### src/rtl/hazard_unit_8051.sv
// Pipeline interlock for the 8051 core: load-use stalls on ACC, MUL/DIV occupancy of EX, taken-branch flushes.
// Define HAZARD_MULDIV_EN to enable the multi-cycle MUL/DIV interlock (MULDIV state and occupancy counter).
module hazard_unit_8051 #(
  parameter int unsigned MUL_CYCLES = 4,
  parameter int unsigned DIV_CYCLES = 8
) (
  input  logic        clk,
  input  logic        rst,
  input  logic        ID_uses_acc,
  input  logic        ID_ex_acc_write,
  input  logic        ID_ex_mem_read,
  input  logic        EX_muldiv_start,
  input  logic        EX_muldiv_is_div,
  input  logic        EX_branch_taken,
  output logic        stall_if,
  output logic        stall_id,
  output logic        bubble_ex,
  output logic        ex_hold,
  output logic        flush_if_id,
  output logic        busy,
  output logic [1:0]  state,
  output logic [15:0] stall_cycles
);

  // Handshake: there is none; every control is a same-cycle level derived from
  // the registered state and the current inputs, and is consumed by the
  // pipeline-register enables on the next rising edge.

  typedef enum logic [1:0] {
    ST_RUN    = 2'b00,
    ST_UNUSED = 2'b01,
    ST_MULDIV = 2'b10,
    ST_FLUSH  = 2'b11
  } state_t;

  state_t state_q, state_d;
  logic   load_use;

  assign load_use = ID_ex_mem_read & ID_ex_acc_write & ID_uses_acc;
  assign state    = state_q;
  assign busy     = (state_q != ST_RUN);

`ifdef HAZARD_MULDIV_EN
  localparam int unsigned MAX_N = (MUL_CYCLES > DIV_CYCLES) ? MUL_CYCLES : DIV_CYCLES;
  localparam int unsigned CNT_W = $clog2(MAX_N);
  // The start cycle and the final counter==0 cycle both count toward N.
  localparam logic [CNT_W-1:0] MUL_LOAD = CNT_W'(MUL_CYCLES - 2);
  localparam logic [CNT_W-1:0] DIV_LOAD = CNT_W'(DIV_CYCLES - 2);

  logic [CNT_W-1:0] cnt_q, cnt_d;
`else
  logic unused_muldiv;
  assign unused_muldiv = ^{EX_muldiv_start, EX_muldiv_is_div, 32'(MUL_CYCLES), 32'(DIV_CYCLES)};
`endif

  always_comb begin
    state_d     = ST_RUN;
    stall_if    = 1'b0;
    stall_id    = 1'b0;
    bubble_ex   = 1'b0;
    ex_hold     = 1'b0;
    flush_if_id = 1'b0;
`ifdef HAZARD_MULDIV_EN
    cnt_d       = cnt_q;
`endif
    case (state_q)
`ifdef HAZARD_MULDIV_EN
      ST_MULDIV: begin
        // Branch and load-use are masked while EX is occupied.
        stall_if = 1'b1;
        stall_id = 1'b1;
        ex_hold  = 1'b1;
        if (cnt_q == '0) begin
          state_d = ST_RUN;
        end else begin
          state_d = ST_MULDIV;
          cnt_d   = cnt_q - 1'b1;
        end
      end
`endif
      ST_FLUSH: begin
        // ID holds the NOP just inserted, so load-use cannot fire here.
        flush_if_id = 1'b1;
        state_d     = ST_RUN;
      end
      default: begin
        // RUN, the unused encoding, and MULDIV when the feature is compiled out.
        if (EX_branch_taken) begin
          flush_if_id = 1'b1;
          bubble_ex   = 1'b1;
          state_d     = ST_FLUSH;
        end
`ifdef HAZARD_MULDIV_EN
        else if (EX_muldiv_start) begin
          stall_if = 1'b1;
          stall_id = 1'b1;
          ex_hold  = 1'b1;
          cnt_d    = EX_muldiv_is_div ? DIV_LOAD : MUL_LOAD;
          state_d  = ST_MULDIV;
        end
`endif
        else if (load_use) begin
          stall_if  = 1'b1;
          stall_id  = 1'b1;
          bubble_ex = 1'b1;
        end
      end
    endcase
  end

  always_ff @(posedge clk or posedge rst) begin
    if (rst) begin
      state_q      <= ST_RUN;
      stall_cycles <= 16'h0000;
`ifdef HAZARD_MULDIV_EN
      cnt_q        <= '0;
`endif
    end else begin
      state_q <= state_d;
`ifdef HAZARD_MULDIV_EN
      cnt_q   <= cnt_d;
`endif
      if (stall_if && (stall_cycles != 16'hFFFF)) begin
        stall_cycles <= stall_cycles + 16'd1;
      end
    end
  end

endmodule

### config.mk
export PLATFORM = sky130hd
export DESIGN_NAME = hazard_unit_8051
export DESIGN_NICKNAME = d
export VERILOG_FILES = /design/src/rtl/hazard_unit_8051.sv
export SDC_FILE = /design/constraint.sdc
export NUM_CORES = 1
export LEC_CHECK = 0
export BUFFER_PORTS_ARGS = -buffer_cell sky130_fd_sc_hd__buf_2
export CAP_MARGIN = 20
export CORE_MARGIN = 2
export CORE_UTILIZATION = 35
export CTS_CLUSTER_SIZE = 30
export DETAILED_ROUTE_END_ITERATION = 10
export GPL_ROUTABILITY_DRIVEN = 0
export RECOVER_POWER = 50
export SETUP_SLACK_MARGIN = 0.02
export SLEW_MARGIN = 0
export SYNTH_ARGS = -nofsm -noshare
export SYNTH_HDL_FRONTEND = slang
export SYNTH_SLANG_ARGS = --single-unit
### constraint.sdc
create_clock -name clk -period 3 [get_ports clk]
set_input_delay 0 -clock clk [delete_from_list [all_inputs] [get_ports clk]]
set_output_delay 0 -clock clk [all_outputs]
set_load 0.02 [all_outputs]
==> impl_metrics.env, run 1 <==
export IMPL_status="finished, final reports clean"
export IMPL_grt_pass1_wl_um=3130
export IMPL_worstMarginPinSlew_ps=661
export IMPL_syn_nets=97
export IMPL_max_freq_ghz=0.559
export IMPL_grt_pass1_vias=694
export IMPL_htreeDepth=1
export IMPL_die_w_um=55.7
export IMPL_postSynthCellCount=88
export IMPL_r2r_cells=5
export IMPL_crit_fanout=7
export IMPL_maxCapViolations=0
export IMPL_cp_start_kind="flip-flop"
export IMPL_cts_root_buffer="clkbuf_4"
export IMPL_slew_headroom_pct=55.9
export IMPL_max_stage_delay_ps=500
export IMPL_min_period_ps=1790
export IMPL_clock_sinks=17
export IMPL_vias_per_cell=4.91
export IMPL_core_um2=2500
export IMPL_slew_violations=0
export IMPL_fin_skew_ps=1.39
export IMPL_top_level_ports=32
export IMPL_final_common_cell="buf_2"
export IMPL_ant_nets=0
export IMPL_drc=0
export IMPL_grt_ovfl_total=0
export IMPL_path_cells="ha_1 -> nand3_4 -> nor4_4 -> nor2_2 -> mux2_4"
export IMPL_hp_class="in2async"
export IMPL_drive_above_1_share_pct=26.3
export IMPL_required_ps=3180
export IMPL_vias=726
export IMPL_initial_core_util_pct=37.4
export IMPL_die_area_um2=3100
export IMPL_fin_crit_sh_pct=59.7
export IMPL_synthToLayoutAreaGrowth_pct=19.4
export IMPL_rrSetupSlack_ps=1210
export IMPL_cp_slowest_cell="nor4_4"
export IMPL_rows=18
export IMPL_finalWirelength_um=1820
export IMPL_synth_seq_area_share_pct=45.5
export IMPL_r2r_start="stall_cycles[0]"
export IMPL_dpl_cell_count=142
export IMPL_io_buffers=28
export IMPL_crit_arrival_ps=1970
export IMPL_cts_max_path_buffers=2
export IMPL_rsz0062_at_grt="no"
export IMPL_grt_usage_pct=12.3
export IMPL_stdcell_count=148
export IMPL_hold_viol_final=0
export IMPL_fin_tns_setup_ps=0
export IMPL_rr_endpoint="stall_cycles[1]"
export IMPL_p_per_area_nw_per_um2=458
export IMPL_grt_max_degree=18
export IMPL_post_cts_buffers=0
export IMPL_power_leakage_nw=0.595
export IMPL_finalSetupViolations=0
export IMPL_nets=128
export IMPL_endpoint_kind="flip-flop"
export IMPL_routedWlPerCell_um=12.3
export IMPL_netlist_area_um2=936
export IMPL_ys_types=28
export IMPL_drt_iter0_markers=10
export IMPL_ys_warn_count=0
export IMPL_ir_worst_vdd_mv=0.393
export IMPL_hpwl_um=1340
export IMPL_clk_latency_ps=280
export IMPL_syn_area_per_cell_um2=10.6
export IMPL_antenna_found_initial=0
export IMPL_layout_common_cells="buf_2 (18), dfrtp_1 (17), clkbuf_1 (11), xor2_1 (10), nor3_1 (7)"
export IMPL_n_antenna_cell=0
export IMPL_critical_path_class="reg2reg"
export IMPL_drt_pre_antenna_iters=4
export IMPL_die_h_um=55.7
export IMPL_numCtsBuffers=3
export IMPL_cts_tree="done"
export IMPL_ys_ff_latch=17
export IMPL_path_clk_slew_ps=100
[per-stage QoR]
| stage | cell area [um2] | hold slack, ps | power (mW) | utilization (%) | setup slack [ps] |
|---|---|---|---|---|---|
| after floorplan | 936 | -73.9 | 0.363 | - | 1220 |
| after global placement | 1080 | 132 | 0.397 | 43.3 | 1240 |
| after detailed placement | 1080 | 131 | 0.399 | 43.3 | 1200 |
| after CTS | 1130 | 366 | 0.523 | 45.2 | 1190 |
| after global routing | 1120 | 403 | 0.546 | 44.7 | 1050 |
| final | 1120 | 338 | 0.512 | 44.7 | 1210 |
[synthesized netlist by cell type]
| cell | number | share of area, % |
|---|---|---|
| dfrtp_1 | 17 | 45 |
| xor2_1 | 10 | 9.4 |
| nor3_1 | 7 | 3.7 |
| nand2_1 | 6 | 2.4 |
| nor2_1 | 6 | 2.4 |
| buf_4 | 4 | 3.2 |
| inv_1 | 4 | 1.6 |
| nand3_1 | 4 | 2.1 |
| nand4_1 | 3 | 2.0 |
| a21oi_1 | 2 | 1.1 |
| and4_1 | 2 | 1.9 |
| mux2_2 | 2 | 2.4 |
| nand4_2 | 2 | 2.7 |
| nor3b_1 | 2 | 1.6 |
| nor4_1 | 2 | 1.3 |
| o21ai_0 | 2 | 1.1 |
| xnor2_1 | 2 | 1.9 |
| and2b_1 | 1 | 0.80 |
| and3_2 | 1 | 0.80 |
| and4b_1 | 1 | 1.1 |
| conb_1 | 1 | 0.40 |
| ha_1 | 1 | 1.3 |
| mux2_4 | 1 | 1.6 |
| nand3_4 | 1 | 1.9 |
| nand4_4 | 1 | 2.3 |
| nor2_2 | 1 | 0.67 |
| nor2b_1 | 1 | 0.67 |
| nor4_4 | 1 | 2.3 |
[registers in the layout (all words and copies together), names as in the netlist]
signal,cells
state,1
stall_cycles,16
[what timing repair did]
| action | in CTS | in global routing |
|---|---|---|
| resized for setup | 0 | 0 |
| endpoints found under the hold margin | 18 | 0 |
| hold buffers | 2 | 0 |
[layer usage]
| layer | GRT usage, % | vias to the layer above | part of all wire (%) |
|---|---|---|---|
| met5 | 0 | - | 0 |
| met4 | 2.09 | 0 | 0 |
| met3 | 4.19 | 0 | 5.2 |
| met2 | 20.1 | 17 | 47 |
| met1 | 16.0 | 345 | 48 |
| li1 | - | 364 | - |
[final cells by class]
class / instances / area [um2]
repair buffers: 30 / 148
inverters: 4 / 15.0
clock buffers: 4 / 26.3
multi-input cells: 63 / 465
fillers: 246 / 1380
well taps: 30 / 37.5
flip-flops and latches: 17 / 425
[kinds of logic after synthesis]
group / share of synthesized area, %
other: 0.401
muxes: 4.01
adders and majority gates: 1.34
buffers and inverters: 4.81
AOI/OAI and AO/OA: 2.14
and+or+nand+nor: 30.6
xor gates and xnor gates: 11.2
DFF: 45.5
[where the power goes]
part | internal, mW | switching, mW
Clock | 0.0516 | 0.0691
Combinational | 0.0433 | 0.0658
Sequential | 0.250 | 0.0314
[how the worst max path moves through the flow]
stage | to | cells past startpoint | from | slack, ps
global placement | stall_cycles[1] | 5 | stall_cycles[0] | 1240
finish | stall_cycles[1] | 5 | stall_cycles[0] | 1210
CTS | stall_cycles[1] | 5 | stall_cycles[0] | 1190
detailed placement | stall_cycles[1] | 5 | stall_cycles[0] | 1200
global route | stall_cycles[1] | 5 | stall_cycles[0] | 1050
floorplan | stall_cycles[1] | 5 | stall_cycles[0] | 1220
[critical path, delay by kind of cell (launching register included)]
family | cells | cell delay (ps)
multiplexers | 1 | 310
adder cells (fa/ha/maj) | 1 | 230
AND/OR/NAND/NOR | 3 | 720
flip-flops | 1 | 430
No activity file was read; power rests on OpenSTA's default activity.
==> inputs of run 2 (changes only) <==
==> constraint.sdc (replaced) <==
create_clock -name clk -period 1.6 [get_ports clk]
set_input_delay 0 -clock clk [delete_from_list [all_inputs] [get_ports clk]]
set_output_delay 0 -clock clk [all_outputs]
set_load 0.02 [all_outputs]
==> impl_metrics.env, run 2 (same netlist as run 1, synthesis figures left out) <==
export IMPL_status="finished, final reports clean"
export IMPL_ir_worst_vdd_mv=0.839
export IMPL_cp_start_kind="flip-flop"
export IMPL_drt_pre_antenna_iters=2
export IMPL_die_area_um2=3100
export IMPL_layout_common_cells="buf_2 (21), buf_4 (16), dfrtp_1 (12), xor2_1 (10), clkbuf_1 (8)"
export IMPL_critical_path_class="reg2reg"
export IMPL_vias_per_cell=4.91
export IMPL_n_antenna_cell=0
export IMPL_fin_skew_ps=7.28
export IMPL_p_per_area_nw_per_um2=841
export IMPL_dpl_cell_count=154
export IMPL_met3_wirelength_um=92
export IMPL_largest_register="stall_cycles"
export IMPL_slew_headroom_pct=54.8
export IMPL_largest_register_ffs=16
export IMPL_htreeDepth=1
export IMPL_finalSetupViolations=0
export IMPL_grt_ovfl_total=0
export IMPL_die_w_um=55.7
export IMPL_top_level_ports=32
export IMPL_crit_arrival_ps=1770
export IMPL_cts_max_path_buffers=2
export IMPL_min_period_ps=1590
export IMPL_io_buffers=28
export IMPL_numCtsBuffers=3
export IMPL_worstMarginPinSlew_ps=677
export IMPL_top_layer="met4"
export IMPL_grt_max_degree=18
export IMPL_max_freq_ghz=0.629
export IMPL_ant_nets=0
export IMPL_rows=18
export IMPL_clock_sinks=17
export IMPL_grt_usage_pct=13.4
export IMPL_r2r_start="stall_cycles[0]"
export IMPL_cp_slowest_cell="dfrtp_2"
export IMPL_swShare_pct=32.3
export IMPL_cts_root_buffer="clkbuf_4"
export IMPL_rsz0062_at_grt="yes"
export IMPL_critPathLaunch="stall_cycles[0]"
export IMPL_nets=146
export IMPL_routed_wl_met2_um=1060
export IMPL_path_cells="ha_4 -> nand3_4 -> and4b_2 -> and2b_2 -> mux2_4"
export IMPL_antenna_found_initial=0
export IMPL_hold_viol_final=0
export IMPL_grt_pass1_vias=769
export IMPL_core_um2=2500
export IMPL_max_stage_delay_ps=440
export IMPL_drc=0
export IMPL_crit_family="simple AND/OR/NAND/NOR gates"
export IMPL_grt_pass1_wl_um=3330
export IMPL_vias=815
export IMPL_cts_tree="done"
export IMPL_switchingPower_uw=356
export IMPL_die_h_um=55.7
export IMPL_p_clk_share_pct=20.9
export IMPL_slew_violations=0
export IMPL_clk_latency_ps=290
export IMPL_hp_class="in2async"
export IMPL_wl_met1_um=903
export IMPL_p_comb_share_pct=31.3
export IMPL_routedWlPerCell_um=12.4
export IMPL_endpoint_kind="flip-flop"
export IMPL_drive_above_1_share_pct=47.8
export IMPL_initial_core_util_pct=37.4
export IMPL_crit_fanout=4
export IMPL_hpwl_um=1500
export IMPL_stdcell_count=166
export IMPL_fin_crit_sh_pct=99.3
export IMPL_final_common_cell="buf_2"
export IMPL_fin_total_pwr_mw=1.10
export IMPL_synthToLayoutAreaGrowth_pct=40.1
export IMPL_path_clk_slew_ps=100
export IMPL_drt_iter0_markers=9
export IMPL_power_leakage_nw=0.690
export IMPL_required_ps=1780
export IMPL_cp_num_buf_inv=0
export IMPL_maxCapViolations=0
export IMPL_finalWirelength_um=2070
export IMPL_pwr_share_seq_pct=47.8
export IMPL_p_int_uw=747
==> run 2: what timing repair did <==
item	in CTS	in global routing
pin swaps	0	5
hold buffers	2	0
setup endpoints to repair	1	8
endpoints found under the hold margin	18	0
resized for setup	0	12
buffers inserted	1	5
gates cloned	0	0
==> run 2: through the flow <==
step | worst slack, ps | setup TNS (ps) | hold WS, ps | utilization (%) | area (um2)
2_1_floorplan | 6.05 | 0 | -74.3 | - | 960
3_3_place_gp | 59.8 | 0 | 127 | 47.9 | 1200
3_5_place_dp | 22.8 | 0 | 132 | 47.9 | 1200
4_1_cts | 22.3 | 0 | 345 | 50.1 | 1250
5_1_grt | -26.5 | -70.8 | 411 | 52.5 | 1310
6_report | 10.9 | 0 | 340 | 52.5 | 1310
==> run 2: cell type report <==
class | instances | area [um2]
Sequential cell | 17 | 432
Tap cell | 30 | 37.5
Multi-Input combinational cell | 63 | 507
Timing Repair Buffer | 48 | 294
Fill cell | 247 | 1190
Clock buffer | 4 | 26.3
Inverter | 4 | 15.0
==> run 2: worst min-delay path, delay by kind of cell <==
kind / cells / cell delay (ps)
buffers and inverters: 3 / 1140
==> run 2: power by group through the flow <==
| stage | logic, mW | clock network [mW] | registers [mW] |
|---|---|---|---|
| after detailed placement | 0.304 | 0 | 0.529 |
| final | 0.345 | 0.231 | 0.527 |
| after floorplan | 0.114 | 0 | 0.597 |
| after CTS | 0.311 | 0.236 | 0.520 |
| after global placement | 0.301 | 0 | 0.526 |
| after global routing | 0.374 | 0.262 | 0.532 |
==> run 2: layer usage <==
metal / track usage, % / vias up
li1: - / 403
met2: 24.0 / 18
met5: 0 / -
met4: 4.18 / 0
met1: 16.2 / 392
met3: 2.33 / 2
==> run 2: final timing paths <==
check / end / slack [ps] / cells past startpoint
hold / removal: stall_cycles[11] / 340 / 3
setup / recovery: stall_cycles[12] / 10 / 5
setup reg to reg: stall_cycles[12] / 10 / 5
hold reg to reg: stall_cycles[6] / 530 / 1
max in group asynchronous: stall_cycles[1] / 780 / 3
min in group clk: stall_cycles[4] / 400 / 5
==> inputs of run 3 (changes only) <==
--- a/config.mk
+++ b/config.mk
@@ -5,6 +5,7 @@
 export SDC_FILE = /design/constraint.sdc
 export NUM_CORES = 1
 export LEC_CHECK = 0
+export ABC_AREA = 1
 export BUFFER_PORTS_ARGS = -buffer_cell sky130_fd_sc_hd__buf_2
 export CAP_MARGIN = 20
 export CORE_MARGIN = 2
==> impl_metrics.env, run 3 <==
export IMPL_ant_nets=0
export IMPL_ys_ff_latch=17
export IMPL_rrSetupSlack_ps=80
export IMPL_top_level_ports=32
export IMPL_nets=214
export IMPL_die_w_um=61.3
export IMPL_switchingPower_uw=559
export IMPL_grt_use_met3_pct=5.25
export IMPL_n_antenna_cell=0
export IMPL_hpwl_um=2080
export IMPL_final_common_cell="nand2_1"
export IMPL_die_h_um=61.3
export IMPL_grt_usage_pct=16.5
export IMPL_grtUsageMet1_pct=20.1
export IMPL_ys_types=23
export IMPL_largest_register_ffs=16
export IMPL_cp_slowest_cell="dfrtp_1"
export IMPL_fin_skew_ps=2.91
export IMPL_drc=0
export IMPL_drt_pre_antenna_iters=4
export IMPL_dpl_cell_count=237
export IMPL_grt_ovfl_total=0
export IMPL_htreeDepth=1
export IMPL_ir_worst_vdd_mv=0.711
export IMPL_grt_pass1_wl_um=4620
export IMPL_path_clk_slew_ps=110
export IMPL_clk_latency_ps=300
export IMPL_grt_pass1_vias=1082
export IMPL_ys_warn_count=0
export IMPL_vias_per_cell=4.71
export IMPL_power_leakage_nw=0.727
export IMPL_p_clk_share_pct=17.9
export IMPL_yosys_area_top_type_share_pct=37.0
export IMPL_ys_top_cells_by_count="nand2_1 (66), nor2_1 (22), dfrtp_1 (17), inv_1 (14), nand3_1 (10)"
export IMPL_hold_viol_final=0
export IMPL_fin_tns_setup_ps=0
export IMPL_drive_above_1_share_pct=27.5
export IMPL_synth_area_leaders="dfrtp_1 (37%), nand2_1 (22%), nor2_1 (7.2%)"
export IMPL_cp_num_buf_inv=3
export IMPL_grt_max_degree=21
export IMPL_finalSetupViolations=0
export IMPL_p_per_area_nw_per_um2=922
export IMPL_netlist_area_um2=1150
export IMPL_swShare_pct=40.6
export IMPL_initial_core_util_pct=37.3
export IMPL_antenna_found_initial=0
export IMPL_cts_max_path_buffers=2
export IMPL_cts_root_buffer="clkbuf_4"
export IMPL_finalWirelength_um=2960
export IMPL_crit_family="simple AND/OR/NAND/NOR gates"
export IMPL_cts_tree="done"
export IMPL_hold_slack_ps=253
export IMPL_finalInstanceArea_um2=1490
export IMPL_syn_area_per_cell_um2=6.96
export IMPL_crit_arrival_ps=1720
export IMPL_maxCapViolations=0
export IMPL_rows=20
export IMPL_syn_nets=174
export IMPL_worstMarginPinSlew_ps=682
export IMPL_synth_seq_area_share_pct=37.0
export IMPL_drt_iter0_markers=43
export IMPL_status="finished, final reports clean"
export IMPL_min_period_ps=1520
export IMPL_largest_register="stall_cycles"
export IMPL_synth_top_cell_by_area="dfrtp_1"
export IMPL_synth_edff_count=0
export IMPL_fin_util_pct=48.5
export IMPL_postSynthCellCount=165
export IMPL_numCtsBuffers=3
export IMPL_ys_flop_type="dfrtp_1"
export IMPL_max_freq_ghz=0.659
export IMPL_crit_fanout=7
export IMPL_vias=1168
export IMPL_stdcell_count=248
export IMPL_die_area_um2=3760
export IMPL_layout_common_cells="nand2_1 (66), nor2_1 (21), buf_2 (21), inv_1 (14), dfrtp_1 (12)"
export IMPL_endpoint_kind="flip-flop"
export IMPL_slew_headroom_pct=54.5
export IMPL_slew_violations=0
export IMPL_path_cells="ha_4 -> nand3_4 -> inv_2 -> nand2_4 -> nor2_4 -> nor2_4 -> buf_12 -> clkinv_8 -> nand2_1 -> nand2_1"
export IMPL_max_stage_delay_ps=430
export IMPL_cp_start_kind="flip-flop"
export IMPL_p_comb_share_pct=38.8
export IMPL_pwr_share_seq_pct=43.3
export IMPL_critical_path_class="reg2reg"
export IMPL_routedWlPerCell_um=11.9
export IMPL_core_um2=3080
export IMPL_required_ps=1800
export IMPL_async_flop_share_pct=100
export IMPL_synthToLayoutAreaGrowth_pct=30.0
export IMPL_synth_most_common_cell="nand2_1"
export IMPL_io_buffers=28
export IMPL_hp_class="in2reg"
export IMPL_place_area_um2=1360
export IMPL_fin_crit_sh_pct=94.8
export IMPL_grt_use_met2_pct=28.7
export IMPL_p_int_uw=817
export IMPL_grt_busiest_layer="met2"
export IMPL_clock_sinks=17
-- run 3: cell count changes after synthesis, sizes merged, moves of 3 or more --
| cell | change |
|---|---|
| inv | +12 |
| nor3 | -6 |
| nor2 | +18 |
| nor4 | -3 |
| o21ai | +5 |
| mux2 | -3 |
| nand2 | +61 |
| nand3 | +6 |
| xor2 | -7 |
-- run 3: metal layers --
layer	wire length (um)	part of all wire, %	vias up
li1	-	-	588
met1	1380	47	544
met2	1400	47	36
met3	173	5.9	0
met4	0	0	0
met5	0	0	-
-- run 3: final timing paths --
path                                 start               end  cells after the start
hold / removal             ID_ex_acc_write   stall_cycles[6]                      6
min in group asynchronous              rst  stall_cycles[14]                      3
setup reg to reg           stall_cycles[1]  stall_cycles[15]                     10
hold reg to reg            stall_cycles[5]   stall_cycles[5]                      2
max in group asynchronous              rst   stall_cycles[0]                      3
setup / recovery           stall_cycles[1]  stall_cycles[15]                     10
-- run 3: cell type report --
type,count,area (um2)
Sequential cell,17,432
Tap cell,44,55.1
Fill cell,333,1590
Inverter,17,76.3
Timing Repair Buffer,41,278
Multi-Input combinational cell,125,626
Clock buffer,4,26.3
-- run 3: power by group through the flow --
stage	clock network (mW)	logic [mW]	registers [mW]
4_1_cts	0.254	0.505	0.580
3_3_place_gp	0	0.495	0.583
6_report	0.247	0.534	0.596
5_1_grt	0.273	0.599	0.606
2_1_floorplan	0	0.218	0.678
3_5_place_dp	0	0.499	0.588
-- run 3: logic make-up after synthesis --
family	after synthesis	share of synthesized area, %
AOI/OAI and AO/OA	8	5.45
xor gates and xnor gates	4	3.05
adders and majority gates	1	1.09
buffers and inverters	23	10.9
DFF	17	37.0
other	1	0.326
and+or+nand+nor	111	42.2
-- run 3: metrics by stage --
| stage | total power [mW] | setup WS (ps) |
|---|---|---|
| floorplan | 0.897 | 27.4 |
| global placement | 1.08 | 100 |
| detailed placement | 1.09 | 88.3 |
| CTS | 1.34 | 66.4 |
| global route | 1.48 | -0.907 |
| finish | 1.38 | 83.0 |
-- run 3: timing repair --
action                                  in CTS  in global routing
hold buffers                                 2                  0
endpoints found under the hold margin       18                  0
gates resized for setup                      0                  9
buffers inserted                             0                  3
endpoints found under the setup margin       0                  9
-- run 3: worst min-delay path: stages --
cell and delay, ps:
buf_2 100, nand3_1 130, nor2_4 60, nand2_1 90, nor3_1 60, nor2_1 80
